## src/rtl/rggen_apb_bit_field_bridge.sv

```systemverilog
// APB slave to single bit-field access bridge, one register address.
// Define RGGEN_APB_BIT_FIELD_BRIDGE_PSTRB_EN to derive write masks from i_pstrb.
module rggen_apb_bit_field_bridge #(
  parameter int ADDRESS_WIDTH = 8,
  parameter int DATA_WIDTH = 32,
  parameter int WIDTH = 8,
  parameter logic [ADDRESS_WIDTH-1:0] REGISTER_ADDRESS = '0
) (
  input  logic                      i_clk,
  input  logic                      i_rst_n,
  input  logic                      i_psel,
  input  logic                      i_penable,
  input  logic [ADDRESS_WIDTH-1:0]  i_paddr,
  input  logic                      i_pwrite,
  input  logic [DATA_WIDTH-1:0]     i_pwdata,
  input  logic [DATA_WIDTH/8-1:0]   i_pstrb,
  output logic                      o_pready,
  output logic [DATA_WIDTH-1:0]     o_prdata,
  output logic                      o_pslverr,
  output logic                      o_bf_valid,
  output logic [WIDTH-1:0]          o_bf_read_mask,
  output logic [WIDTH-1:0]          o_bf_write_mask,
  output logic [WIDTH-1:0]          o_bf_write_data,
  input  logic [WIDTH-1:0]          i_bf_read_data
);
  localparam int LSB = $clog2(DATA_WIDTH / 8);

  typedef enum logic [1:0] {
    IDLE,
    ACCESS,
    RESPOND
  } state_e;

  state_e           r_state;
  logic             r_hit;
  logic             r_write;
  logic             r_valid;
  logic             r_pready;
  logic             r_pslverr;
  logic [WIDTH-1:0] r_rmask;
  logic [WIDTH-1:0] r_wmask;
  logic [WIDTH-1:0] r_wdata;
  logic [WIDTH-1:0] r_rdata;

  logic             w_setup;
  logic             w_access;
  logic             w_hit;
  logic             w_strobe;
  logic [WIDTH-1:0] w_wmask;
  logic             w_unused;

  assign w_setup  = i_psel & ~i_penable;
  assign w_access = i_psel & i_penable;
  assign w_hit    = i_paddr[ADDRESS_WIDTH-1:LSB]
                 == REGISTER_ADDRESS[ADDRESS_WIDTH-1:LSB];
  assign w_unused = ^{i_paddr, i_pwdata, i_pstrb};

`ifdef RGGEN_APB_BIT_FIELD_BRIDGE_PSTRB_EN
  for (genvar g = 0; g < WIDTH; g++) begin : g_wmask
    assign w_wmask[g] = i_pstrb[g/8];
  end
`else
  assign w_wmask = '1;
`endif

  always_ff @(posedge i_clk or negedge i_rst_n) begin
    if (!i_rst_n) begin
      r_state   <= IDLE;
      r_hit     <= 1'b0;
      r_write   <= 1'b0;
      r_valid   <= 1'b0;
      r_pready  <= 1'b0;
      r_pslverr <= 1'b0;
      r_rmask   <= '0;
      r_wmask   <= '0;
      r_wdata   <= '0;
      r_rdata   <= '0;
    end else begin
      unique case (r_state)
        IDLE: begin
          if (w_setup) begin
            r_state <= ACCESS;
            r_hit   <= w_hit;
            r_write <= i_pwrite;
            r_valid <= w_hit;
            r_rmask <= (w_hit & ~i_pwrite) ? '1 : '0;
            r_wmask <= (w_hit & i_pwrite) ? w_wmask : '0;
            r_wdata <= (w_hit & i_pwrite) ? i_pwdata[WIDTH-1:0] : '0;
          end
        end
        ACCESS: begin
          r_valid <= 1'b0;
          r_rmask <= '0;
          r_wmask <= '0;
          r_wdata <= '0;
          if (w_access) begin
            r_state   <= RESPOND;
            r_pready  <= 1'b1;
            r_pslverr <= ~r_hit;
            // value seen during the strobe, before any read side effect
            r_rdata   <= (r_hit & ~r_write) ? i_bf_read_data : '0;
          end else begin
            r_state <= IDLE;
          end
        end
        RESPOND: begin
          r_state   <= IDLE;
          r_pready  <= 1'b0;
          r_pslverr <= 1'b0;
          r_rdata   <= '0;
        end
        default: r_state <= IDLE;
      endcase
    end
  end

  // a master abandoning the access phase cancels the prepared strobe
  assign w_strobe        = r_valid & i_psel & i_penable;
  assign o_bf_valid      = w_strobe;
  assign o_bf_read_mask  = r_rmask & {WIDTH{w_strobe}};
  assign o_bf_write_mask = r_wmask & {WIDTH{w_strobe}};
  assign o_bf_write_data = r_wdata & {WIDTH{w_strobe}};

  assign o_pready  = r_pready;
  assign o_pslverr = r_pslverr;
  assign o_prdata  = DATA_WIDTH'(r_rdata);

endmodule

```

## config.mk

```make
export PLATFORM = sky130hd
export DESIGN_NAME = rggen_apb_bit_field_bridge
export DESIGN_NICKNAME = d
export VERILOG_FILES = /design/src/rtl/rggen_apb_bit_field_bridge.sv
export SDC_FILE = /design/constraint.sdc
export NUM_CORES = 1
export LEC_CHECK = 0
export CELL_PAD_IN_SITES_DETAIL_PLACEMENT = 1
export CELL_PAD_IN_SITES_GLOBAL_PLACEMENT = 2
export CORE_MARGIN = 8
export CORE_UTILIZATION = 17
export DETAILED_ROUTE_END_ITERATION = 7
export PLACE_DENSITY = 0.88
export RECOVER_POWER = 25
export SYNTH_ARGS = -nofsm -noshare
export SYNTH_HDL_FRONTEND = slang
export SYNTH_SLANG_ARGS = --single-unit
export TNS_END_PERCENT = 5
```

## constraint.sdc

```tcl
create_clock -name i_clk -period 4.8 [get_ports i_clk]
set_clock_uncertainty 0.1 [all_clocks]
set_input_delay 0.72 -clock i_clk [delete_from_list [all_inputs] [get_ports i_clk]]
set_output_delay 0.72 -clock i_clk [all_outputs]
set_load 0.1 [all_outputs]
```

Word level (Yosys, flattened, before mapping)
Index checks and enable logic that the tools add are counted.

word-level totals
  bits in registers = 39
  output and inout bits = 59
  word-level logic and storage cells = 56

cells by class
  eq/ne operators = 4
  multiplexer cells = 21
  bitwise logic cells = 14
  reductions and logical operators = 7

operators by type and width
  kind                number
  $mux 8              8
  $pmux 8 s2          4
  $and 8x8->8         3
  $and 1x1->1         7
  $logic_not 6->1     1
  $pmux 1 s2          3
  $reduce_and 2->1    3
  $mux 2              2
  $ne 2x2->1 const B  2
  $not 1->1           4
  $pmux 2 s2          1
  $reduce_bool 2->1   2
  $mux 1              3
  $eq 2x1->1 const B  1
  $eq 2x2->1 const B  1
  $logic_not 2->1     1

Logic depth before layout (Yosys ltp)
  depth after elaboration = 5
  depth in mapped cells = 5

Least setup slack after synthesis
No wires, ideal clock.

  kind = in2out
  start point = input i_psel
  end point = output o_bf_read_mask[1]
  arrival = 3270 ps
  path slack = 710 ps
  cell stages on the path = 4
  cell sequence = and3_1 -> clkbuf_1 -> and2_1 -> buf_4

on the way
  cells in the longest elaborated chain, start to end = 3

RTL lines
  what                       line  RTL
  from (decl)                11    input logic i_psel,
  $and 1x1->1 (2 in series)  118   assign w_strobe = r_valid & i_psel & i_penable;
  named net o_bf_valid       20    output logic o_bf_valid,
  $and 8x8->8                120   assign o_bf_read_mask = r_rmask & {WIDTH{w_strobe}};
  to (decl)                  21    output logic [WIDTH-1:0] o_bf_read_mask,

The timed path passes the listed nets, and every way through them passes these cells.

Worst setup path after layout
  start point = input i_penable
  end point = output o_bf_read_mask[5]

on the way
  cells in the longest elaborated chain, start to end = 2

RTL lines
  what         line  RTL
  from (decl)  12    input logic i_penable,
  $and 1x1->1  118
  $and 8x8->8  120

No other way between the ends.

==> out/summary.txt <==
Outcome: finished clean
Largest vdd supply drop: 0.1152 mV
Arrival time of the worst setup path: 2.29 ns
Number of maximum-capacitance constraint violations: 0
Vias in the first global route: 1120
WP data required: 3.98 ns
Clk slew on worst S/H paths: 0.09 ns
Post-synth cell types: 24
Per-cell via count in the routed design: 3.550
Min cycle time layout: 3.110 ns
Met2 GRT Util: 11.34%
Standard-cell rows: 32
Number of nets with antenna violations after detailed routing: 0
Initial standard-cell utilization of the core: 17.15%
Hold Path Depth: 1
CTS tree: yes
Reg-to-reg endpoint: r_wdata[5]
Core area: 7567 sq um
Min-delay src: r_hit
Global route total overflow: 0
Tightest Pin Transition: 1.411 ns
Source-to-sink clock delay at the later pin of the worst-skew pair: 0.27 ns
Number of vias after detailed routing: 955
Top area cells in the synthesized netlist: dfrtp_1 48%, buf_4 22%, a22o_1 11%
Kind of launch point of the worst setup path: primary input
Share of the clock period used by the worst path after layout: 64.79%
Dominant cell type by area after synthesis: dfrtp_1
Worst Path Class, Setup: in2out
GR Util All Layers: 6.857%
Global-route met3 utilization: 3.548%
Number of placed I/O pins: 116
Async set or reset register ratio after synthesis: 100.0%
Share of the yosys chip area belonging to registers: 48.22%
Critical Path Source: i_penable
Layer with the highest usage after global routing: met2
Die width: 103.4 microns
Dpl hpwl: 2968 microns
Total setup violations reported at the end of the flow: 0
Number of port buffers: 61
Share of the synthesized area in the top cell type: 48.22%
Number of cells in the finished layout apart from fillers: 269
Critical Path Sink Type: primary output
Minimum setup slack in the final design: 1.690 ns
Power density over cell area: 285.4 nW/um^2
Post-layout total power: 516.4 uW
Number of levels the H-tree was split into: 1
Worst Setup Slack post-DPL: 1.658 ns
Number of gates given a new drive strength after cts: 0
Start of the worst register-to-register path: r_state[0]
Layout cells sized above 1: 20.36%
CTS buffer count: 3
Antenna violations before repair: 0
Maximum number of pins on one net before global-route repair: 26
Largest buffer count on any clock path: 2
Number of violations reported at the end of detailed-routing iteration 0: 22
Clock sink count: 25
Synthesized flop and latch total: 25
Combined area of all synthesized cells: 1297 sq um
DIE AREA: 10680 sq um
YS warnings: 0
Maximum frequency from static timing analysis: 321.5 MHz
Avg Inst Size Synth: 10.90 sq um
Root buf cell: clkbuf_8
Worst rel slew slack: 5.954%
Number of cells on the worst reg-to-reg path: 4
Hold Crit Endpoint: o_pslverr
DRC violations left: 0
Placed instance count: 265
Met1 Track Usage GR: 7.717%
Cell leakage power: 0.8900 nW
Per-cell routed wire length: 13.78 microns
RSZ-0062 raised after global routing: false
Post-detailed-routing wire length: 3706 microns
Global-route wire length before repair: 5568 microns
Cells after Synth: 119
Hold Vio Cnt, Final: 0
Area growth from synthesis to layout: 39.44%
Max-slew violation count: 0
Placer Congestion: 0.6959
Inserted Diodes: 0
Type of the worst min-delay path: reg2reg
Number of post-CTS setup repair buffers: 0
Count of TritonRoute iterations in the first routing pass: 2
Largest fanout on the critical path: 11
Hold buffers post-CTS: 0
Reg-to-reg slack, setup: 2.98 ns
Hold slack final: 0.3728 ns
Most frequently used flop master after synthesis: dfrtp_1
Layout net count: 225
Commonest cells in the synthesized netlist: 38 x buf_4, 25 x dfrtp_1, 16 x a22o_1, 10 x and2_1, 6 x nand2_1
Number of synthesized flops with an enable pin: 0
Total Neg Setup Slack: 0 ns
Most instantiated library cell after synthesis: buf_4
Die Ht: 103.4 microns
[how the worst max path moves through the flow]
stage | endpoint | depth (start not counted)
floorplan | o_bf_read_mask[1] | 4
global placement | o_bf_read_mask[6] | 4
detailed placement | o_bf_read_mask[5] | 4
CTS | o_bf_read_mask[5] | 4
global route | o_bf_write_mask[1] | 4
finish | o_bf_read_mask[5] | 4
[layer usage]
| metal | wire length (microns) | vias to the layer above |
|---|---|---|
| li1 | - | 435 |
| met2 | 1653 | 68 |
| met1 | 1518 | 450 |
| met3 | 519 | 2 |
| met5 | 0 | - |
| met4 | 15 | 0 |
[report_power, final]
part           switching (mW)  internal (mW)
Sequential            0.00461          0.217
Combinational           0.136         0.0320
Clock                  0.0681         0.0580
Total                   0.209          0.308
[flip-flops by register name, indices dropped and copies added, names as in the netlist]
register,count
o_pready,1
r_valid,1
r_rmask,1
r_wdata,8
r_write,1
r_state,2
r_hit,1
r_rdata,8
r_wmask,1
o_pslverr,1
[metrics by stage]
step,cell area (sq um),utilization [%]
floorplan,1384,-
global placement,1767,23.35
detailed placement,1767,23.35
CTS,1813,23.96
global route,1809,23.91
finish,1809,23.91
[cell type report]
| cell class | instances | area, sq um |
|---|---|---|
| flip-flops and latches | 25 | 625.6 |
| clock buffers | 3 | 41.29 |
| clock inverters | 1 | 5.005 |
| multi-input cells | 72 | 439.2 |
| fillers | 880 | 5758 |
| well taps | 102 | 127.6 |
| repair buffers | 63 | 559.3 |
| inverters | 3 | 11.26 |
[placed cells by master (no fill, tap or decap)]
master / n
and2_1: 10
clkdlybuf4s50_1: 35
o21ai_0: 2
and4_1: 1
dlygate4sd3_1: 1
o2bb2ai_1: 2
clkinv_2: 1
clkbuf_1: 1
a21bo_2: 1
a22o_1: 16
conb_1: 24
nor2b_1: 1
nand3_1: 1
o21a_1: 1
dfrtp_1: 25
a21o_1: 1
nand4b_1: 1
inv_1: 2
nand2_1: 6
nor3b_2: 1
or4b_4: 1
nor2_1: 1
buf_4: 26
nor4_1: 1
inv_2: 1
and3_1: 1
clkbuf_8: 3
[cells by family after synthesis]
kind of cell           count (synthesis)  synth area share [%]
AO/OA/AOI/OAI                         23                 14.85
flip-flops                            25                 48.22
AND/OR/NAND/NOR                       25                 12.05
other                                  1                0.2890
buffers and inverters                 45                 24.59
[critical path: stages]
cell	delay, ns
clkdlybuf4s50_1	0.53
and3_1	0.36
and2_1	0.33
buf_4	0.35
No activity file was read; power rests on OpenSTA's default activity.
==> patch 1 (same settings) <==
Change the parameter `WIDTH` from 8 to 6.
--- a/src/rtl/rggen_apb_bit_field_bridge.sv
+++ b/src/rtl/rggen_apb_bit_field_bridge.sv
@@ -3,7 +3,7 @@
 module rggen_apb_bit_field_bridge #(
   parameter int ADDRESS_WIDTH = 8,
   parameter int DATA_WIDTH = 32,
-  parameter int WIDTH = 8,
+  parameter int WIDTH = 6,
   parameter logic [ADDRESS_WIDTH-1:0] REGISTER_ADDRESS = '0
 ) (
   input  logic                      i_clk,
Interface: changed (resized i_bf_read_data, o_bf_read_mask, o_bf_write_data and o_bf_write_mask); port bits go from 116 to 108. The function was not compared with the original's and may differ.
==> patch 1 against the original RTL <==
  * Total power decreased by 9.8%
  * Sequential share of layout area decreased by 2.0 points
  * Sequential cell count decreased by 4
  * Synthesized cell count increased by 8.4%
  * Count of clock-buffer cells in the layout increased by 1
  * Final area decreased by 11%
  * Register-to-register slack improved by 0.20 ns
  * Setup slack got worse by 0.016 ns
  * Synthesized area decreased by 6.5%
  * Wire length decreased by 12%
  * Largest power group unchanged
==> patch 1: results (changes against the original RTL) <==
Global route
  – Met2 usage: 10.9% (was 11.3%)
  – Largest net degree at the start of global routing: 22 (was 26)
  – Vias in the first global route: 1110 (was 1120)
  – GRT Resource Usage Total: 6.55% (was 6.86%)

Run status
  – Status: complete, no violations (unchanged)

Worst setup path
  – Slowest cell on the critical path: dlygate4sd3_1 (was clkdlybuf4s50_1)
  – Data arrival, critical path: 2.31 ns (was 2.29 ns)
  – Worst R2R End: r_rdata[3] (was r_wdata[5])
  – Flop-to-flop setup slack: 3.18 ns (was 2.98 ns)
  – Worst-path fanout max: 9 (was 11)

Cells and area
  – # fillers: 845 (was 880)
  – Multi-input combinational gate total: 89 (was 72)
  – Clkbuf count: 4 (was 3)
  – Register area: 526 µm² (was 626 µm²)

Power and ir drop
  – Peak VDD IR: 0.0756 mV (was 0.115 mV)
  – Power per Cell Area: 288 nW/µm² (was 285 nW/µm²)

Placed design
  – Detailed placer's ending HPWL: 2.70 mm (was 2.97 mm)
  – Placed cell area: 1570 µm² (was 1770 µm²)
  – Place WS: 1.73 ns (was 1.66 ns)
  – PortBufs: 49 (was 61)

Logic synthesis
  – Seq/Total Area, Yosys: 43.3% (was 48.2%)
  – Synthesized flop and latch total: 21 (was 25)
  – Compound-cell area share of the yosys netlist: 11.0% (was 14.9%)
  – Commonest cells in the netlist: buf_4 (36), dfrtp_1 (21), nand2_1 (13) (was buf_4 (38), dfrtp_1 (25), a22o_1 (16))
  – Main area contributors after synthesis: dfrtp_1 (43%), buf_4 (22%), a22o_1 (4.3%), and2_1 (4.1%), nand3_1 (4.1%) (was dfrtp_1 (48%), buf_4 (22%), a22o_1 (11%), and2_1 (4.8%), nand2_1 (1.7%))

Detailed routing
  – WL per Instance: 12.3 µm (was 13.8 µm)
  – Met3 Wirelength: 295 µm (was 519 µm)
  – Initial DRC Count: 9 (was 22)

Timing
  – Hold slack: 0.387 ns (was 0.373 ns)
## patch 1: cell types whose count changed in the layout (fill, tap and decap cells not counted), sizes merged, moves of 4 or more
| cell | delta |
|---|---|
| o21ai | +9 |
| nand2 | +7 |
| dfrtp | -4 |
| a22o | -10 |
| clkdlybuf4s50 | -7 |
| nand3 | +9 |
| buf | -7 |
## patch 1: how the worst max path moves through the flow
stage          cells past startpoint            endpoint  slack [ns]
2_1_floorplan                      4   o_bf_read_mask[1]        0.78
3_3_place_gp                       4   o_bf_read_mask[1]        1.80
3_5_place_dp                       4  o_bf_write_mask[5]        1.73
4_1_cts                            4  o_bf_write_mask[5]        1.73
5_1_grt                            4  o_bf_write_mask[0]        1.54
6_report                           4  o_bf_write_mask[5]        1.67
## patch 1: report_power, final
part	leakage (nW)	switching, mW	total (mW)	internal [mW]
registers	0.285	0.00499	0.188	0.183
logic	0.438	0.136	0.164	0.0277
clock network	0.0228	0.0547	0.114	0.0590
==> patch 2 (same settings) <==
Without the edit above. Register the output `o_pslverr` once more, with the module's reset; this adds one clock of latency there. The other outputs are not delayed to match.
--- a/src/rtl/rggen_apb_bit_field_bridge.sv
+++ b/src/rtl/rggen_apb_bit_field_bridge.sv
@@ -122,7 +122,13 @@
   assign o_bf_write_data = r_wdata & {WIDTH{w_strobe}};
 
   assign o_pready  = r_pready;
-  assign o_pslverr = r_pslverr;
+  always_ff @(posedge i_clk or negedge i_rst_n) begin
+    if (!i_rst_n) begin
+      o_pslverr <= '0;
+    end else begin
+      o_pslverr <= r_pslverr;
+    end
+  end
   assign o_prdata  = DATA_WIDTH'(r_rdata);
 
 endmodule
Check against the original RTL: not equivalent (a bounded check fails within 4 cycles, from zero or initial values and one cycle with i_rst_n low).
==> patch 2 against the original RTL <==
  * Final cell count grew 0.37%
  * Wire length is 1.3% lower
  * Setup slack lost 0.013 ns
  * Hold slack lost 0.068 ns
  * Clock power is 18% higher
  * Final area rose by 1.9%
  * First-iteration DRC count shrank 36%
  * Synthesized area rose by 1.9%
  * Sequential cell count rose by 1
  * Total power grew 6.3%
  * Maximum frequency shrank 0.42%
  * Largest cell class unchanged
==> patch 2: results (changes against the original RTL) <==
Detailed routing
  – DRT Wirelength: 3.66 mm (was 3.71 mm)
  – Detailed-route vias per instance: 3.57 (was 3.55)
  – Initial DRC Count: 14 (was 22)
  – DR pass1 iterations: 4 (was 2)

Run status
  – Status: complete, no violations (unchanged)

Min path
  – Hold depth: 0 (was 1)
  – WHS Endpoint: o_pslverr (unchanged)

Placed design
  – Detailed placer's ending HPWL: 2.89 mm (was 2.97 mm)
  – Placed cell area: 1790 µm² (was 1770 µm²)
  – GP Congestion: 0.686 (was 0.696)
  – Place WS: 1.67 ns (was 1.66 ns)

Logic synthesis
  – Main area contributors after synthesis: dfrtp_1 (49%), buf_4 (22%), a22o_1 (11%), and2_1 (4.7%), nand2_1 (1.7%) (was dfrtp_1 (48%), buf_4 (22%), a22o_1 (11%), and2_1 (4.8%), nand2_1 (1.7%))
  – Netlist cell types: 24 (unchanged)
  – Mux contribution to synthesized area: 0% (unchanged)

Global route
  – Largest net degree at the start of global routing: 27 (was 26)
  – GRT Resource Usage Total: 6.58% (was 6.86%)
  – Met2 usage: 10.1% (was 11.3%)
  – M3 GR Usage: 3.16% (was 3.55%)
  – Global-route wire length before repair: 5.73 mm (was 5.57 mm)
  – Met1 usage: 8.00% (was 7.72%)
  – Vias in the first global route: 1106 (was 1120)

Timing
  – Slew @ Worst Pin: 1.46 ns (was 1.41 ns)
  – Post-route setup TNS: 0 ns (unchanged)

Cells and area
  – Nets: 226 (was 225)
  – # fillers: 891 (was 880)
  – Share of layout cells above drive strength 1: 20.2% (was 20.4%)

Power and ir drop
  – Power per Cell Area: 298 nW/µm² (was 285 nW/µm²)
  – Leakage: 0.906 nW (was 0.890 nW)

Worst setup path
  – Worst R2R End: r_wdata[3] (was r_wdata[5])
  – Data arrival, critical path: 2.30 ns
==> patch 2: cell count changes after synthesis, sizes merged <==
cell | unedited run | this run
dfrtp | 25 | 26
==> patch 2: final cells by class <==
class	count	area share (%)
Tap cell	102	6.92
Timing Repair Buffer	63	30.3
Multi-Input combinational cell	72	23.8
Inverter	3	0.611
Clock buffer	4	2.99
Sequential cell	26	35.3
==> patch 2: how the worst max path moves through the flow <==
stage / startpoint / end / slack (ns) / cells after the start
6_report: i_penable / o_bf_write_mask[5] / 1.68 / 4
5_1_grt: i_penable / o_bf_write_mask[5] / 1.56 / 4
4_1_cts: i_penable / o_bf_write_mask[5] / 1.66 / 4
3_5_place_dp: i_penable / o_bf_write_mask[5] / 1.67 / 4
3_3_place_gp: i_penable / o_bf_read_mask[1] / 1.72 / 4
2_1_floorplan: i_psel / o_bf_read_mask[1] / 0.71 / 4
==> patch 2: power by group <==
part / total, mW / internal (mW) / switching, mW
clock network: 0.149 / 0.0734 / 0.0751
logic: 0.167 / 0.0320 / 0.135
registers: 0.233 / 0.228 / 0.00516
total: 0.549 / 0.333 / 0.216
==> patch 2: logic make-up after synthesis <==
kind of cell | count (synthesis)
AND/OR/NAND/NOR | 25
buffers and inverters | 45
other | 1
AO/OA/AOI/OAI | 23
flip-flops | 26
==> patch 2: stage by stage <==
| step | hold WS, ns | instances | total power, mW |
|---|---|---|---|
| finish | 0.304 | 270 | 0.549 |
| CTS | 0.312 | 270 | 0.557 |
| global placement | 0.289 | 266 | 0.405 |
| global route | 0.315 | 270 | 0.569 |
| detailed placement | 0.293 | 266 | 0.406 |
| floorplan | 0.254 | 143 | 0.378 |
==> patch 2: metal layers <==
layer	wire length [µm]	share of wire [%]
met5	0	0
met1	1660	45
met4	20	0.55
met3	337	9.2
met2	1640	45
